--- src/rtl/simple_pkg.sv ---
// Shared types and constants for the SIMPLE pipeline (decode, memwb, register file).
// Pure declarations, no logic; latency n/a.
// No flow control here; consumers own backpressure.
package simple_pkg;

  localparam int RA_W   = 3;
  localparam int DATA_W = 16;
  localparam int ADDR_W = 16;

  localparam logic [1:0] MW_ALU   = 2'b00;
  localparam logic [1:0] MW_LOAD  = 2'b01;
  localparam logic [1:0] MW_STORE = 2'b10;

  typedef enum logic {
    STATE_IDLE,
    STATE_WAIT_ACK
  } state_t;

  // What the write-back side still needs once a memory op is in flight.
  typedef struct packed {
    logic            writereg;
    logic            is_load;
    logic [RA_W-1:0] regaddress;
  } pend_t;

endpackage

--- src/rtl/p4_memwb_mem_req_ctrl.sv ---
// Data-memory request/ack handshake with an ack timeout.
// Request rises the cycle after start; done/abort are combinational in the ack/limit cycle.
// Holds mem_req and its address/data stable until ack or timeout.
module mem_req_ctrl
  import simple_pkg::*;
#(
  parameter int ACK_TIMEOUT = 16
) (
  input  logic              clock,
  input  logic              reset,
  input  logic              start,
  input  logic              we,
  input  logic [ADDR_W-1:0] addr,
  input  logic [DATA_W-1:0] wdata,
  output logic              mem_req,
  output logic              mem_we,
  output logic [ADDR_W-1:0] mem_addr,
  output logic [DATA_W-1:0] mem_wdata,
  input  logic [DATA_W-1:0] mem_rdata,
  input  logic              mem_ack,
  output logic              done,
  output logic              abort,
  output logic [DATA_W-1:0] rdata
);

  localparam int TW = $clog2(ACK_TIMEOUT + 1);

  logic [TW-1:0] wait_cnt;

  // Abort fires on the edge where the no-ack count would reach the limit; an ack in that cycle wins.
  assign done  = mem_req && mem_ack;
  assign abort = mem_req && !mem_ack && (wait_cnt == TW'(ACK_TIMEOUT - 1));
  assign rdata = mem_rdata;

  always_ff @(posedge clock) begin
    if (reset) begin
      mem_req   <= 1'b0;
      mem_we    <= 1'b0;
      mem_addr  <= '0;
      mem_wdata <= '0;
      wait_cnt  <= '0;
    end else if (start) begin
      mem_req   <= 1'b1;
      mem_we    <= we;
      mem_addr  <= addr;
      mem_wdata <= wdata;
      wait_cnt  <= '0;
    end else if (mem_req) begin
      if (done || abort) begin
        mem_req <= 1'b0;
      end else begin
        wait_cnt <= wait_cnt + TW'(1);
      end
    end
  end

endmodule

--- src/rtl/p4_memwb.sv ---
// Memory-access / write-back stage: ALU writeback, loads and stores, illegal-op and timeout flags.
// ALU result reaches the register file one cycle after accept; loads write on the ack edge.
// stall is high while a memory op is outstanding; upstream holds its bundle meanwhile.
module p4_memwb
  import simple_pkg::*;
#(
  parameter int ACK_TIMEOUT = 16,
  parameter int CNT_W       = 16
) (
  input  logic              clock,
  input  logic              reset,
  input  logic              valid_in,
  input  logic              writereg,
  input  logic [1:0]        memwrite,
  input  logic [RA_W-1:0]   regaddress,
  input  logic [ADDR_W-1:0] address,
  input  logic [DATA_W-1:0] storedata,
  input  logic [DATA_W-1:0] aluresult,
  output logic              stall,
  output logic              mem_req,
  output logic              mem_we,
  output logic [ADDR_W-1:0] mem_addr,
  output logic [DATA_W-1:0] mem_wdata,
  input  logic [DATA_W-1:0] mem_rdata,
  input  logic              mem_ack,
  output logic              rf_we,
  output logic [RA_W-1:0]   rf_addr,
  output logic [DATA_W-1:0] rf_wdata,
  output logic              err_illegal,
  output logic              err_timeout,
  output logic [CNT_W-1:0]  retired
);

  state_t            state, state_nxt;
  pend_t             pend;
  logic              accept;
  logic              start;
  logic              done, abort;
  logic [DATA_W-1:0] rdata;
  logic              retire;
  logic              rf_we_nxt, ill_nxt, to_nxt;
  logic [RA_W-1:0]   rf_addr_nxt;
  logic [DATA_W-1:0] rf_wdata_nxt;

  assign stall  = (state == STATE_WAIT_ACK);
  assign accept = valid_in && (state == STATE_IDLE);

  mem_req_ctrl #(
    .ACK_TIMEOUT(ACK_TIMEOUT)
  ) u_mem_req_ctrl (
    .clock    (clock),
    .reset    (reset),
    .start    (start),
    .we       (memwrite == MW_STORE),
    .addr     (address),
    .wdata    (storedata),
    .mem_req  (mem_req),
    .mem_we   (mem_we),
    .mem_addr (mem_addr),
    .mem_wdata(mem_wdata),
    .mem_rdata(mem_rdata),
    .mem_ack  (mem_ack),
    .done     (done),
    .abort    (abort),
    .rdata    (rdata)
  );

  always_comb begin
    state_nxt    = state;
    start        = 1'b0;
    retire       = 1'b0;
    rf_we_nxt    = 1'b0;
    rf_addr_nxt  = rf_addr;
    rf_wdata_nxt = rf_wdata;
    ill_nxt      = 1'b0;
    to_nxt       = 1'b0;
    case (state)
      STATE_IDLE: begin
        if (valid_in) begin
          case (memwrite)
            MW_ALU: begin
              retire = 1'b1;
              if (writereg) begin
                rf_we_nxt    = 1'b1;
                rf_addr_nxt  = regaddress;
                rf_wdata_nxt = aluresult;
              end
            end
            MW_LOAD, MW_STORE: begin
              start     = 1'b1;
              state_nxt = STATE_WAIT_ACK;
            end
            default: ill_nxt = 1'b1;
          endcase
        end
      end
      STATE_WAIT_ACK: begin
        if (done) begin
          state_nxt = STATE_IDLE;
          retire    = 1'b1;
          // Stores never write the register file, whatever writereg says.
          if (pend.writereg && pend.is_load) begin
            rf_we_nxt    = 1'b1;
            rf_addr_nxt  = pend.regaddress;
            rf_wdata_nxt = rdata;
          end
        end else if (abort) begin
          state_nxt = STATE_IDLE;
          to_nxt    = 1'b1;
        end
      end
      default: state_nxt = STATE_IDLE;
    endcase
  end

  always_ff @(posedge clock) begin
    if (reset) begin
      state       <= STATE_IDLE;
      pend        <= '0;
      rf_we       <= 1'b0;
      rf_addr     <= '0;
      rf_wdata    <= '0;
      err_illegal <= 1'b0;
      err_timeout <= 1'b0;
      retired     <= '0;
    end else begin
      state       <= state_nxt;
      rf_we       <= rf_we_nxt;
      rf_addr     <= rf_addr_nxt;
      rf_wdata    <= rf_wdata_nxt;
      err_illegal <= ill_nxt;
      err_timeout <= to_nxt;
      if (accept) begin
        pend <= '{writereg: writereg, is_load: (memwrite == MW_LOAD), regaddress: regaddress};
      end
      if (retire) begin
        retired <= retired + CNT_W'(1);
      end
    end
  end

endmodule

--- config.mk ---
export PLATFORM = sky130hd
export DESIGN_NAME = p4_memwb
export DESIGN_NICKNAME = d
export VERILOG_FILES = /design/src/rtl/simple_pkg.sv /design/src/rtl/p4_memwb_mem_req_ctrl.sv /design/src/rtl/p4_memwb.sv
export SDC_FILE = /design/constraint.sdc
export NUM_CORES = 1
export LEC_CHECK = 0
export ABC_AREA = 1
export CORE_UTILIZATION = 45
export DETAILED_ROUTE_END_ITERATION = 8
export PLACE_DENSITY = 0.83
export SYNTH_ARGS = -nofsm -noshare
export SYNTH_HDL_FRONTEND = slang
export SYNTH_SLANG_ARGS = --single-unit
--- constraint.sdc ---
create_clock -name clock -period 3.1 [get_ports clock]
set_clock_uncertainty 0.05 [all_clocks]
set_input_delay 0.465 -clock clock [delete_from_list [all_inputs] [get_ports clock]]
set_output_delay 0.465 -clock clock [all_outputs]
set_load 0.05 [all_outputs]
Yosys cells after proc, flatten, opt, wreduce, memory -nomap -nowiden
Index checks and enable logic that the tools add are counted.

word-level totals
  bits in registers = 83
  word-level logic and storage cells = 76

cells by class
  $add $sub $neg = 2
  equal/unequal tests = 8
  muxes and demuxes = 33
  bitwise logic cells = 3
  reduce and logical (&&, ||, !) cells = 15

operators with widths
  kind                     number
  $mux W16                 5
  $pmux W16 S2             1
  $mux W1                  18
  $add A16 B1 Y16 const B  1
  $mux W3                  5
  $reduce_or A3 Y1         3
  $ne A2 B1 Y1 const B     3
  $pmux W1 S2              3
  $pmux W3 S2              1
  $add A5 B1 Y5 const B    1
  $eq A5 B4 Y1 const B     1
  $logic_and A1 B1 Y1      5
  $reduce_and A5 Y1        1
  $ne A2 B2 Y1 const B     2
  $reduce_or A2 Y1         2
  $not A1 Y1               3
  $eq A2 B1 Y1 const B     1
  $eq A2 B2 Y1 const B     1
  $logic_not A2 Y1         1
  $reduce_and A2 Y1        1
  $logic_not A1 Y1         1
  $logic_or A1 B1 Y1       1

Logic depth before layout (Yosys ltp)
  depth after elaboration = 7
  depth in mapped cells = 10

Modules after synthesis
From an unflattened synthesis, not the netlist that was laid out.

second synthesis, totals
  cells, all modules = 505
  area, all modules = 3595.9 sq um

by module, submodules not included
  module        times used  cells an instance  area an instance (sq um)
  p4_memwb      1           305                2055.7
  mem_req_ctrl  1           200                1540.2

Worst setup path after synthesis
No wires, ideal clock.

  path type = reg-to-reg
  start = reg retired[0]
  end = reg retired[12]
  library setup time = 0.113 ns
  arrival time = 1.558 ns
  setup slack = 1.379 ns
  stages on the path, launching flop included = 9
  buffers on the path = 0
  clock period less this slack = 1.721 ns
  path through = dfxtp_1 -> ha_1 -> nand3_1 -> nor2_1 -> nand2_1 -> inv_2 -> nand3_1 -> nor2_1 -> nor2_1

between the ends
  cells in the longest elaborated chain, start to end = 1

ends and longest elaborated chain
  element                 line             RTL
  from (decl)             p4_memwb.sv:31   output logic [CNT_W-1:0] retired
  from (signal assigned)  p4_memwb.sv:137  retired <= retired + CNT_W'(1);
  $add A16 B1 Y16         p4_memwb.sv:137

No other way between the ends.
A chain may end at the register's enable or synchronous reset.

Worst setup path in the final report
  start = reg retired[2]
  end = out retired[2]

No word-level cell between the ends.

==> summary.txt <==
Worst setup path
  • CP Max Fanout: 6
  • Buf/Inv on CP: 1
  • CP max stage cell: clkdlybuf4s50_1
  • Critical Path AT: between 1.5 and 2 ns
  • Crit path kind: reg -> out
  • Internal reg-to-reg setup slack: ~1.3 ns
  • Worst reg-to-reg path cell count: 8
  • CP Depth: 1
  • Crit path max-delay family: buffers and inverters
  • Crit end category: primary output
  • CP Capture Point: retired[2]
  • Critical path's largest stage delay: between 0.8 and 0.9 ns
  • RR Startpoint: u_mem_req_ctrl.wait_cnt[0]
  • Required @ worst endpoint: roughly 2.6 ns
  • Critical path launch point type: register
  • Reg-to-reg endpoint: u_mem_req_ctrl.wait_cnt[0]
  • Crit path from: retired[2]
  • Critical path, cell by cell: clkdlybuf4s50_1

Global routing
  • GRT overflow: 0
  • First-pass GRT wire length: 15.15 mm
  • Gr usage total: 0.2261
  • Initial antenna violation count: 0
  • Pin count of the biggest net entering global routing: 36
  • Vias in the first global route: between 3000 and 4000

Clocking
  • Postcts setup bufs: 0
  • CTS tree: yes
  • Clock buffer depth: 2
  • CTS clk-pin slew, worst paths: approximately 0.090 ns
  • CTS buffer count: 9
  • Root buffer cell: clkbuf_8
  • H-Tree Level Count: 3
  • Total clock sinks: 83
  • CTS Hold Bufs: 0
  • Resize count post-CTS: 0
  • Clk_lat worst skew: 0.35 ns

Floorplanning
  • Ports: 147
  • Die Ht: 91 µm
  • Initial core utilization: 0.4637
  • Core ar.: 7687 µm²
  • Area of the die: 8281 µm²
  • Die Wd: 91 µm
  • FP Rows: 32

Status
  • Run status: finished clean

Synthesis
  • Area leader, netlist: dfxtp_1
  • Mapped Area: 3565 µm²
  • Sequential area share after synthesis: 0.4661
  • Syn_area_per_cell: 7.073 µm²
  • Yosys top cell area share: 0.4661
  • Synthesis-stage register bit count: 83
  • Netlist cell types: 27
  • Cells after Synth: 504
  • Syn nets: between 500 and 600
  • Synthesis Warnings: 0
  • Area contributors post-synth: dfxtp_1 47%, nand2_1 17%, nor2_1 7.6%, nand3_1 6.0%, o21ai_0 3.7%

Routing
  • Initial DRC Count: 127
  • Vias per cell: 4.885
  • Avg WL per Cell: ~12 µm
  • Antenna viol nets, final: 0
  • DR vias: 3664
  • Final wirelength: 9.237 mm
  • Residual DRC: 0
  • 1st-pass router iterations: 4

Timing
  • Tightest Pin Transition: 0.5498 ns
  • # setup viols final: 0
  • RSZ-0062 raised after global routing: false
  • Fin crit period: 2.159 ns
  • Achievable Freq: approximately 0.46 GHz
  • Max_slew headroom: 0.6323
  • Worst setup margin: 0.9411 ns
  • Setup TNS: 0 ns
  • Max Slew Vio Count: 0
  • Fin. Hold Viols: 0
  • Tcrit/Tclk final: 0.6964

Finish
  • Multi-input gate area: approximately 1600 µm²
  • Final Util: 0.6803
  • Fillers: 660
  • Final instance area: 5230 µm²
  • # diodes: 0
  • Reg area: 1662 µm²
  • Area Overhead vs Synth: 46.72%
  • Share of layout cells above drive strength 1: 0.05556
  • Nets: 724

Min path
  • Worst Hold Class: reg -> reg

Placement
  • IO buf count: 146
  • Placed cell area: 5050 µm²
  • Placer Congestion: 0.7926
  • DPL Wire Length: 6.800 mm
  • DP Worst Slack: around 0.74 ns

Power
  • Static Leakage: 2.254 nW
  • Max VDD drop: 369.7 µV
  • Pwr per Cell Area: 446.1 nW/µm²

Job
  • # Max-Cap Violations: 0
==> cell usage in the layout, fill, tap and decap left out, drive strengths merged <==
master	n
o21bai	2
nand4	6
clkbuf	11
dfxtp	83
nor3b	1
nand3	45
nor2	74
clkinv	6
nor3	4
nand2	167
clkdlybuf4s50	146
inv	36
o21ai	38
ha	7
clkinvlp	1
a21boi	1
buf	6
o21a	1
a21oi	13
==> per-stage QoR <==
step / total power (W) / instances / hold slack, ns
after global placement: 0.001644 / 734 / 0.3784
after CTS: 0.002355 / 750 / 0.4000
after detailed placement: 0.001655 / 734 / 0.3812
final: 0.002333 / 750 / 0.3969
after global routing: 0.002433 / 750 / 0.4173
after floorplan: 0.001449 / 504 / 0.3896
==> synthesized netlist by cell type <==
cell      number
dfxtp_1       83
clkinv_1       2
o21ai_1       12
inv_6          1
nand3_1       43
o21ai_0       26
buf_6          6
nor2_2         1
o21bai_1       1
inv_1         32
buf_2         13
nor3_1         4
ha_1           7
nor2_4         1
a21boi_0       1
a21oi_1       13
inv_2          3
nand4_1        6
clkbuf_1       4
nand3_2        2
nand2_1      164
buf_1          1
nor2_1        72
nor3b_2        1
o21bai_2       1
nand2_2        3
o21a_1         1
==> routing by layer <==
metal / up-vias / GRT usage / share of wire / routed length (µm)
met2: 97 / 0.4053 / 0.52 / 4763
li1: 1861 / - / - / -
met5: - / 0 / 0 / 0
met1: 1682 / 0.2567 / 0.42 / 3843
met3: 24 / 0.05109 / 0.038 / 351
met4: 0 / 0.09656 / 0.030 / 279
==> worst min-delay path by stage <==
| stage | from | to | slack, ns | cells after the start |
|---|---|---|---|---|
| after detailed placement | u_mem_req_ctrl.mem_wdata[6] | u_mem_req_ctrl.mem_wdata[6] | 0.38 | 2 |
| final | u_mem_req_ctrl.mem_wdata[6] | u_mem_req_ctrl.mem_wdata[6] | 0.40 | 2 |
| after floorplan | pend[4] | pend[4] | 0.39 | 2 |
| after global routing | u_mem_req_ctrl.mem_wdata[11] | u_mem_req_ctrl.mem_wdata[11] | 0.42 | 2 |
| after CTS | u_mem_req_ctrl.mem_wdata[6] | u_mem_req_ctrl.mem_wdata[6] | 0.40 | 2 |
| after global placement | u_mem_req_ctrl.mem_wdata[10] | u_mem_req_ctrl.mem_wdata[10] | 0.38 | 2 |
==> flip-flops by register name, summed over array words and instances (netlist names) <==
signal / count
rf_wdata: 16
pend: 5
u_mem_req_ctrl.mem_wdata: 16
err_timeout: 1
rf_addr: 3
u_mem_req_ctrl.mem_req: 1
stall: 1
err_illegal: 1
u_mem_req_ctrl.mem_addr: 16
u_mem_req_ctrl.wait_cnt: 5
retired: 16
u_mem_req_ctrl.mem_we: 1
rf_we: 1
==> cell type report <==
cell class	instances	share of cell area
Clock buffer	11	0.02703
Timing Repair Buffer	152	0.2880
Multi-Input combinational cell	359	0.3072
Sequential cell	83	0.3177
Clock inverter	5	0.007416
Tap cell	102	0.02440
Inverter	38	0.02823
==> power breakdown <==
group / internal (W) / switching, W / total [W]
Sequential: 0.00111 / 0.0000264 / 0.00114
Combinational: 0.000195 / 0.000295 / 0.000490
Clock: 0.000316 / 0.000388 / 0.000704
==> logic make-up (layout without fill, tap and decap cells) <==
kind of cell / count (synthesis) / after routing / share of synthesized area
adder cells (fa/ha/maj): 7 / 7 / 0.02457
AND/OR/NAND/NOR: 297 / 297 / 0.3443
buffers and inverters: 62 / 206 / 0.08389
AO/OA/AOI/OAI: 55 / 55 / 0.08108
flip-flops: 83 / 83 / 0.4661
Note: power is estimated with default switching activity, not from simulation.
==> variant 1, RTL diff (same settings) <==
Take the reset off `rf_wdata` and load it in a clocked block of its own.
--- a/src/rtl/p4_memwb.sv
+++ b/src/rtl/p4_memwb.sv
@@ -119,7 +119,6 @@
       pend        <= '0;
       rf_we       <= 1'b0;
       rf_addr     <= '0;
-      rf_wdata    <= '0;
       err_illegal <= 1'b0;
       err_timeout <= 1'b0;
       retired     <= '0;
@@ -127,7 +126,6 @@
       state       <= state_nxt;
       rf_we       <= rf_we_nxt;
       rf_addr     <= rf_addr_nxt;
-      rf_wdata    <= rf_wdata_nxt;
       err_illegal <= ill_nxt;
       err_timeout <= to_nxt;
       if (accept) begin
@@ -139,5 +137,9 @@
     end
   end
 
+  always_ff @(posedge clock) begin
+    rf_wdata <= rf_wdata_nxt;
+  end
+
 endmodule
 
Formal check against the unedited RTL: not equivalent (a bounded check fails within 4 cycles, from zero or initial values and one cycle with reset high).
==> variant 1 against the original RTL <==
- wire length decreased by 1.2%
- total power increased by 3.4%
- core utilization increased by 2.6 points
- sequential cell count unchanged
- fmax decreased by 0.58%
- setup slack got worse by 0.013 ns
- count of clock-buffer cells in the layout increased by 1
- final area decreased by 0.53%
- first-iteration DRC count increased by 13%
- synthesized area decreased by 2.1%
- via count decreased by 7.2%
==> variant 1: results (changes against the original RTL) <==
<table>
<tr><th>Metric</th><th>Value</th></tr>
<tr><th colspan="2">Status</th></tr>
<tr><td>Result of the run</td><td>completed (unchanged)</td></tr>
<tr><th colspan="2">Pwr</th></tr>
<tr><td>Worst-case vdd ir drop</td><td>0.0003111 V (was 0.0003697 V)</td></tr>
<tr><td>Static leakage</td><td>2.199 nW (was 2.254 nW)</td></tr>
<tr><td>Net switching component of the power</td><td>681.0 uW (was 709.5 uW)</td></tr>
<tr><th colspan="2">Routing</th></tr>
<tr><td>Wire length on met3</td><td>606 um (was 351 um)</td></tr>
<tr><td>Number of vias per cell after detailed routing</td><td>4.878 (was 4.885)</td></tr>
<tr><td>Met1 layer wirelength in the final routing</td><td>3864 um (was 3843 um)</td></tr>
<tr><td>Total wire length</td><td>9122 um (was 9237 um)</td></tr>
<tr><td>Met2 routed WL</td><td>4455 um (was 4763 um)</td></tr>
<tr><td>Length of the first detailed-routing pass in iterations</td><td>7 (was 4)</td></tr>
<tr><th colspan="2">Synthesis</th></tr>
<tr><td>Post-synth net total</td><td>529 (was 585)</td></tr>
<tr><td>Number of enable-type register cells in the synthesized netlist</td><td>16 (was 0)</td></tr>
<tr><td>Distinct cell type count of the synthesized netlist</td><td>26 (was 27)</td></tr>
<tr><td>Sequential cell area fraction in the yosys report</td><td>52.21% (was 46.61%)</td></tr>
<tr><td>Top cells by area, synth</td><td>dfxtp_1 38%, nand2_1 17%, edfxtp_1 14% (was dfxtp_1 47%, nand2_1 17%, nor2_1 7.6%)</td></tr>
<tr><th colspan="2">Setup path</th></tr>
<tr><td>Data arrival at the endpoint of the critical path</td><td>1.66 ns (was 1.64 ns)</td></tr>
<tr><td>Reg2reg end</td><td>u_mem_req_ctrl.wait_cnt[2]$_SDFFE_PP0P_ (was u_mem_req_ctrl.wait_cnt[0]$_SDFFE_PP0P_)</td></tr>
<tr><td>Depth of the worst register-to-register path</td><td>9 (was 8)</td></tr>
<tr><th colspan="2">Global routing</th></tr>
<tr><td>Wire length of the first global-routing pass</td><td>14,790 um (was 15,150 um)</td></tr>
<tr><td>Via count of the first global-routing pass</td><td>3,110 (was 3,407)</td></tr>
<tr><td>Largest net degree at the start of global routing</td><td>39 (was 36)</td></tr>
<tr><td>Overall fraction of global-route tracks in use</td><td>22.62% (was 22.61%)</td></tr>
<tr><th colspan="2">Timing</th></tr>
<tr><td>Worst slew margin</td><td>63.66% (was 63.23%)</td></tr>
<tr><th colspan="2">Finish</th></tr>
<tr><td>NumNets Final</td><td>674 (was 724)</td></tr>
<tr><td>Number of cells in the finished layout apart from fillers</td><td>697 (was 750)</td></tr>
<tr><td>Ratio of cells with drive above 1 in the final layout</td><td>5.351% (was 5.556%)</td></tr>
<tr><th colspan="2">Place</th></tr>
<tr><td>Placed cell count</td><td>681 (was 734)</td></tr>
<tr><td>Global placer's final weighted congestion</td><td>0.8178 (was 0.7926)</td></tr>
<tr><td>Dpl cell area</td><td>5007 um^2 (was 5050 um^2)</td></tr>
</table>
[variant 1: power by group through the flow]
stage               combinational [mW]  clock (mW)  sequential (mW)
detailed placement               0.466           0             1.20
global placement                 0.457           0             1.19
CTS                              0.468       0.784             1.17
floorplan                        0.137           0             1.32
finish                           0.465       0.776             1.17
global route                     0.498       0.839             1.18
[variant 1: through the flow]
stage / setup WS [ns] / hold WS (ns)
floorplan: 1.222 / 0.3717
global placement: 0.8352 / 0.3776
detailed placement: 0.7432 / 0.3830
CTS: 0.9275 / 0.4016
global route: 0.8732 / 0.4222
finish: 0.9284 / 0.3997
[variant 1: metal layers]
layer  vias up  track usage [%]
met5         -                0
met1      1535            26.82
met4         0            8.737
met3        21            5.753
li1       1717                -
met2       127            39.12
[variant 1: kinds of logic (layout without fill, tap and decap cells)]
logic type / Yosys count / count (layout) / synth area share, %
AND/OR/NAND/NOR: 261 / 261 / 31.48
flip-flops: 83 / 83 / 52.21
buffers and inverters: 57 / 207 / 7.637
AO/OA/AOI/OAI: 40 / 40 / 6.167
adder cells (fa/ha/maj): 7 / 7 / 2.510
[variant 1: area by class of cell]
cell class,instances,area (um^2)
Clock buffer,12,145.1
Clock inverter,4,50.05
Fill cell,593,2167
Inverter,39,151.4
Multi-Input combinational cell,308,1404
Sequential cell,83,1822
Tap cell,99,123.9
Timing Repair Buffer,152,1506
[variant 1: worst register-to-register path: cells and delay by family (launching register included)]
family	cells	cell delay, ns
AOI/OAI and AO/OA	2	0.21
adders and majority gates	2	0.39
buffers and inverters	2	0.17
DFF	1	0.32
and+or+nand+nor	3	0.47
==> variant 2, RTL diff (config.mk and constraints unchanged) <==
Without the edit above. The package constant `RA_W` goes from 3 to 6.
--- a/src/rtl/simple_pkg.sv
+++ b/src/rtl/simple_pkg.sv
@@ -3,7 +3,7 @@
 // No flow control here; consumers own backpressure.
 package simple_pkg;
 
-  localparam int RA_W   = 3;
+  localparam int RA_W   = 6;
   localparam int DATA_W = 16;
   localparam int ADDR_W = 16;
 
Ports: changed (resized regaddress and rf_addr); port bits go from 147 to 153. No check against the original RTL was run, so the function may have changed too.
==> variant 2 against the original RTL <==
- critical path depth stayed put
- wire length is 4.3% higher
- setup slack got worse by 0.082 ns
- final area increased by 5.2%
- sequential cell count grew 6
- global-route usage about the same
- core utilization down 0.74 points
- synthesized area increased by 5.8%
- total power grew 6.6%
- die area grew 5.7%
- fmax down 3.7%
- first-iteration DRC count is 24% higher
- critical path type unchanged
- largest power group unchanged
==> variant 2: results (changes against the original RTL) <==
<table>
<tr><th>Metric</th><th>Value</th></tr>
<tr><th colspan="2">Place</th></tr>
<tr><td>HPWL Detailed</td><td>6937 um (was 6800 um)</td></tr>
<tr><td>Global placer's final weighted congestion</td><td>0.8255 (was 0.7926)</td></tr>
<tr><td>Dpl cell area</td><td>5324 um^2 (was 5050 um^2)</td></tr>
<tr><td>Port bufs</td><td>152 (was 146)</td></tr>
<tr><th colspan="2">Global routing</th></tr>
<tr><td>Overall fraction of global-route tracks in use</td><td>22.65% (was 22.61%)</td></tr>
<tr><td>Largest net degree at the start of global routing</td><td>36 (unchanged)</td></tr>
<tr><td>Wire length of the first global-routing pass</td><td>15,770 um (was 15,150 um)</td></tr>
<tr><th colspan="2">Synthesis</th></tr>
<tr><td>Post-synth net total</td><td>618 (was 585)</td></tr>
<tr><td>Distinct cell type count of the synthesized netlist</td><td>28 (was 27)</td></tr>
<tr><td>Post-synth top cells</td><td>167 x nand2_1, 89 x dfxtp_1, 80 x nor2_1 (was 164 x nand2_1, 83 x dfxtp_1, 72 x nor2_1)</td></tr>
<tr><td>Top cells by area, synth</td><td>dfxtp_1 47%, nand2_1 17%, nor2_1 8.0% (was dfxtp_1 47%, nand2_1 17%, nor2_1 7.6%)</td></tr>
<tr><td>Sequential cell area fraction in the yosys report</td><td>47.25% (was 46.61%)</td></tr>
<tr><th colspan="2">Routing</th></tr>
<tr><td>Starting DRC count in detailed routing</td><td>158 (was 127)</td></tr>
<tr><td>Number of vias per cell after detailed routing</td><td>4.868 (was 4.885)</td></tr>
<tr><td>Total wire length</td><td>9631 um (was 9237 um)</td></tr>
<tr><th colspan="2">Setup path</th></tr>
<tr><td>Largest delay share family, worst path</td><td>buffers and inverters (unchanged)</td></tr>
<tr><td>Data arrival at the endpoint of the critical path</td><td>1.73 ns (was 1.64 ns)</td></tr>
<tr><td>Worst path max stage delay</td><td>0.89 ns (was 0.85 ns)</td></tr>
<tr><td>Crit path to</td><td>stall (was retired[2])</td></tr>
<tr><td>FF-to-FF Start</td><td>stall$_SDFF_PP0_ (was u_mem_req_ctrl.wait_cnt[0]$_SDFFE_PP0P_)</td></tr>
<tr><td>Worst-path fanout max</td><td>7 (was 6)</td></tr>
<tr><td>Reg2reg end</td><td>retired[11]$_SDFFE_PP0P_ (was u_mem_req_ctrl.wait_cnt[0]$_SDFFE_PP0P_)</td></tr>
<tr><th colspan="2">Timing</th></tr>
<tr><td>Slew at the pin closest to its max-slew limit</td><td>0.5479 ns (was 0.5498 ns)</td></tr>
<tr><td>Period minus WS final</td><td>2.241 ns (was 2.159 ns)</td></tr>
<tr><th colspan="2">Pwr</th></tr>
<tr><td>Static leakage</td><td>2.400 nW (was 2.254 nW)</td></tr>
<tr><td>Internal power summed over all cells</td><td>1.764 mW (was 1.623 mW)</td></tr>
<tr><th colspan="2">Finish</th></tr>
<tr><td>Fillers</td><td>697 (was 660)</td></tr>
<tr><td>Ratio of cells with drive above 1 in the final layout</td><td>4.552% (was 5.556%)</td></tr>
<tr><th colspan="2">Status</th></tr>
<tr><td>Result of the run</td><td>completed (unchanged)</td></tr>
</table>
variant 2: cell types whose count changed after synthesis, moves of 2 or more:
cell,unedited run,this run
a21oi_1,13,10
buf_2,13,10
buf_4,0,5
buf_6,6,2
clkbuf_1,4,7
dfxtp_1,83,89
inv_1,32,38
nand2_1,164,167
nor2_1,72,80
nor3_1,4,2
o21ai_0,26,40
o21ai_1,12,8
variant 2: cell families (layout without fill, tap and decap cells):
| kind of cell | count (synthesis) | after routing | share of synthesized area, % |
|---|---|---|---|
| buf+inv | 68 | 215 | 8.063 |
| compound gates | 61 | 61 | 8.328 |
| fa+ha+maj | 7 | 7 | 2.322 |
| flops | 89 | 89 | 47.25 |
| simple gates | 309 | 309 | 34.04 |
variant 2: area by class of cell:
cell class	instances	area, um^2	area share, %
clock buffer	12	135.1	2.456
timing repair buffer	157	1559	28.34
inverter	43	163.9	2.979
sequential	89	1782	32.39
multi-input combinational	377	1688	30.68
clock inverter	3	42.54	0.7733
tap	105	131.4	2.388
variant 2: worst min-delay path by stage:
stage	to	slack, ns	from	cells after the start
2_1_floorplan	pend[7]$_SDFFE_PP0P_	0.39	pend[7]$_SDFFE_PP0P_	2
3_3_place_gp	u_mem_req_ctrl.mem_wdata[14]$_SDFFE_PP0P_	0.38	u_mem_req_ctrl.mem_wdata[14]$_SDFFE_PP0P_	2
3_5_place_dp	u_mem_req_ctrl.mem_addr[13]$_SDFFE_PP0P_	0.38	u_mem_req_ctrl.mem_addr[13]$_SDFFE_PP0P_	2
4_1_cts	u_mem_req_ctrl.mem_addr[13]$_SDFFE_PP0P_	0.40	u_mem_req_ctrl.mem_addr[13]$_SDFFE_PP0P_	2
5_1_grt	u_mem_req_ctrl.mem_addr[7]$_SDFFE_PP0P_	0.42	u_mem_req_ctrl.mem_addr[7]$_SDFFE_PP0P_	2
6_report	u_mem_req_ctrl.mem_addr[1]$_SDFFE_PP0P_	0.40	u_mem_req_ctrl.mem_addr[1]$_SDFFE_PP0P_	2
variant 2: through the flow:
step                      std cells  hold slack, ns
final                           786          0.3971
after global routing            786          0.4164
after CTS                       786          0.4003
after detailed placement        771          0.3835
after global placement          771          0.3773
after floorplan                 534          0.3896
variant 2: routing by layer:
| metal | GRT usage, % | up-vias | wire length [um] |
|---|---|---|---|
| met2 | 39.52 | 125 | 4825 |
| li1 | - | 1963 | - |
| met4 | 9.231 | 0 | 127 |
| met5 | 0 | - | 0 |
| met1 | 27.32 | 1722 | 4145 |
| met3 | 4.146 | 16 | 532 |
variant 2: power groups by stage:
stage	logic [mW]	clock network [mW]	registers [mW]
2_1_floorplan	0.155	0	1.39
3_3_place_gp	0.502	0	1.25
3_5_place_dp	0.508	0	1.25
4_1_cts	0.509	0.775	1.22
5_1_grt	0.544	0.829	1.23
6_report	0.506	0.757	1.22
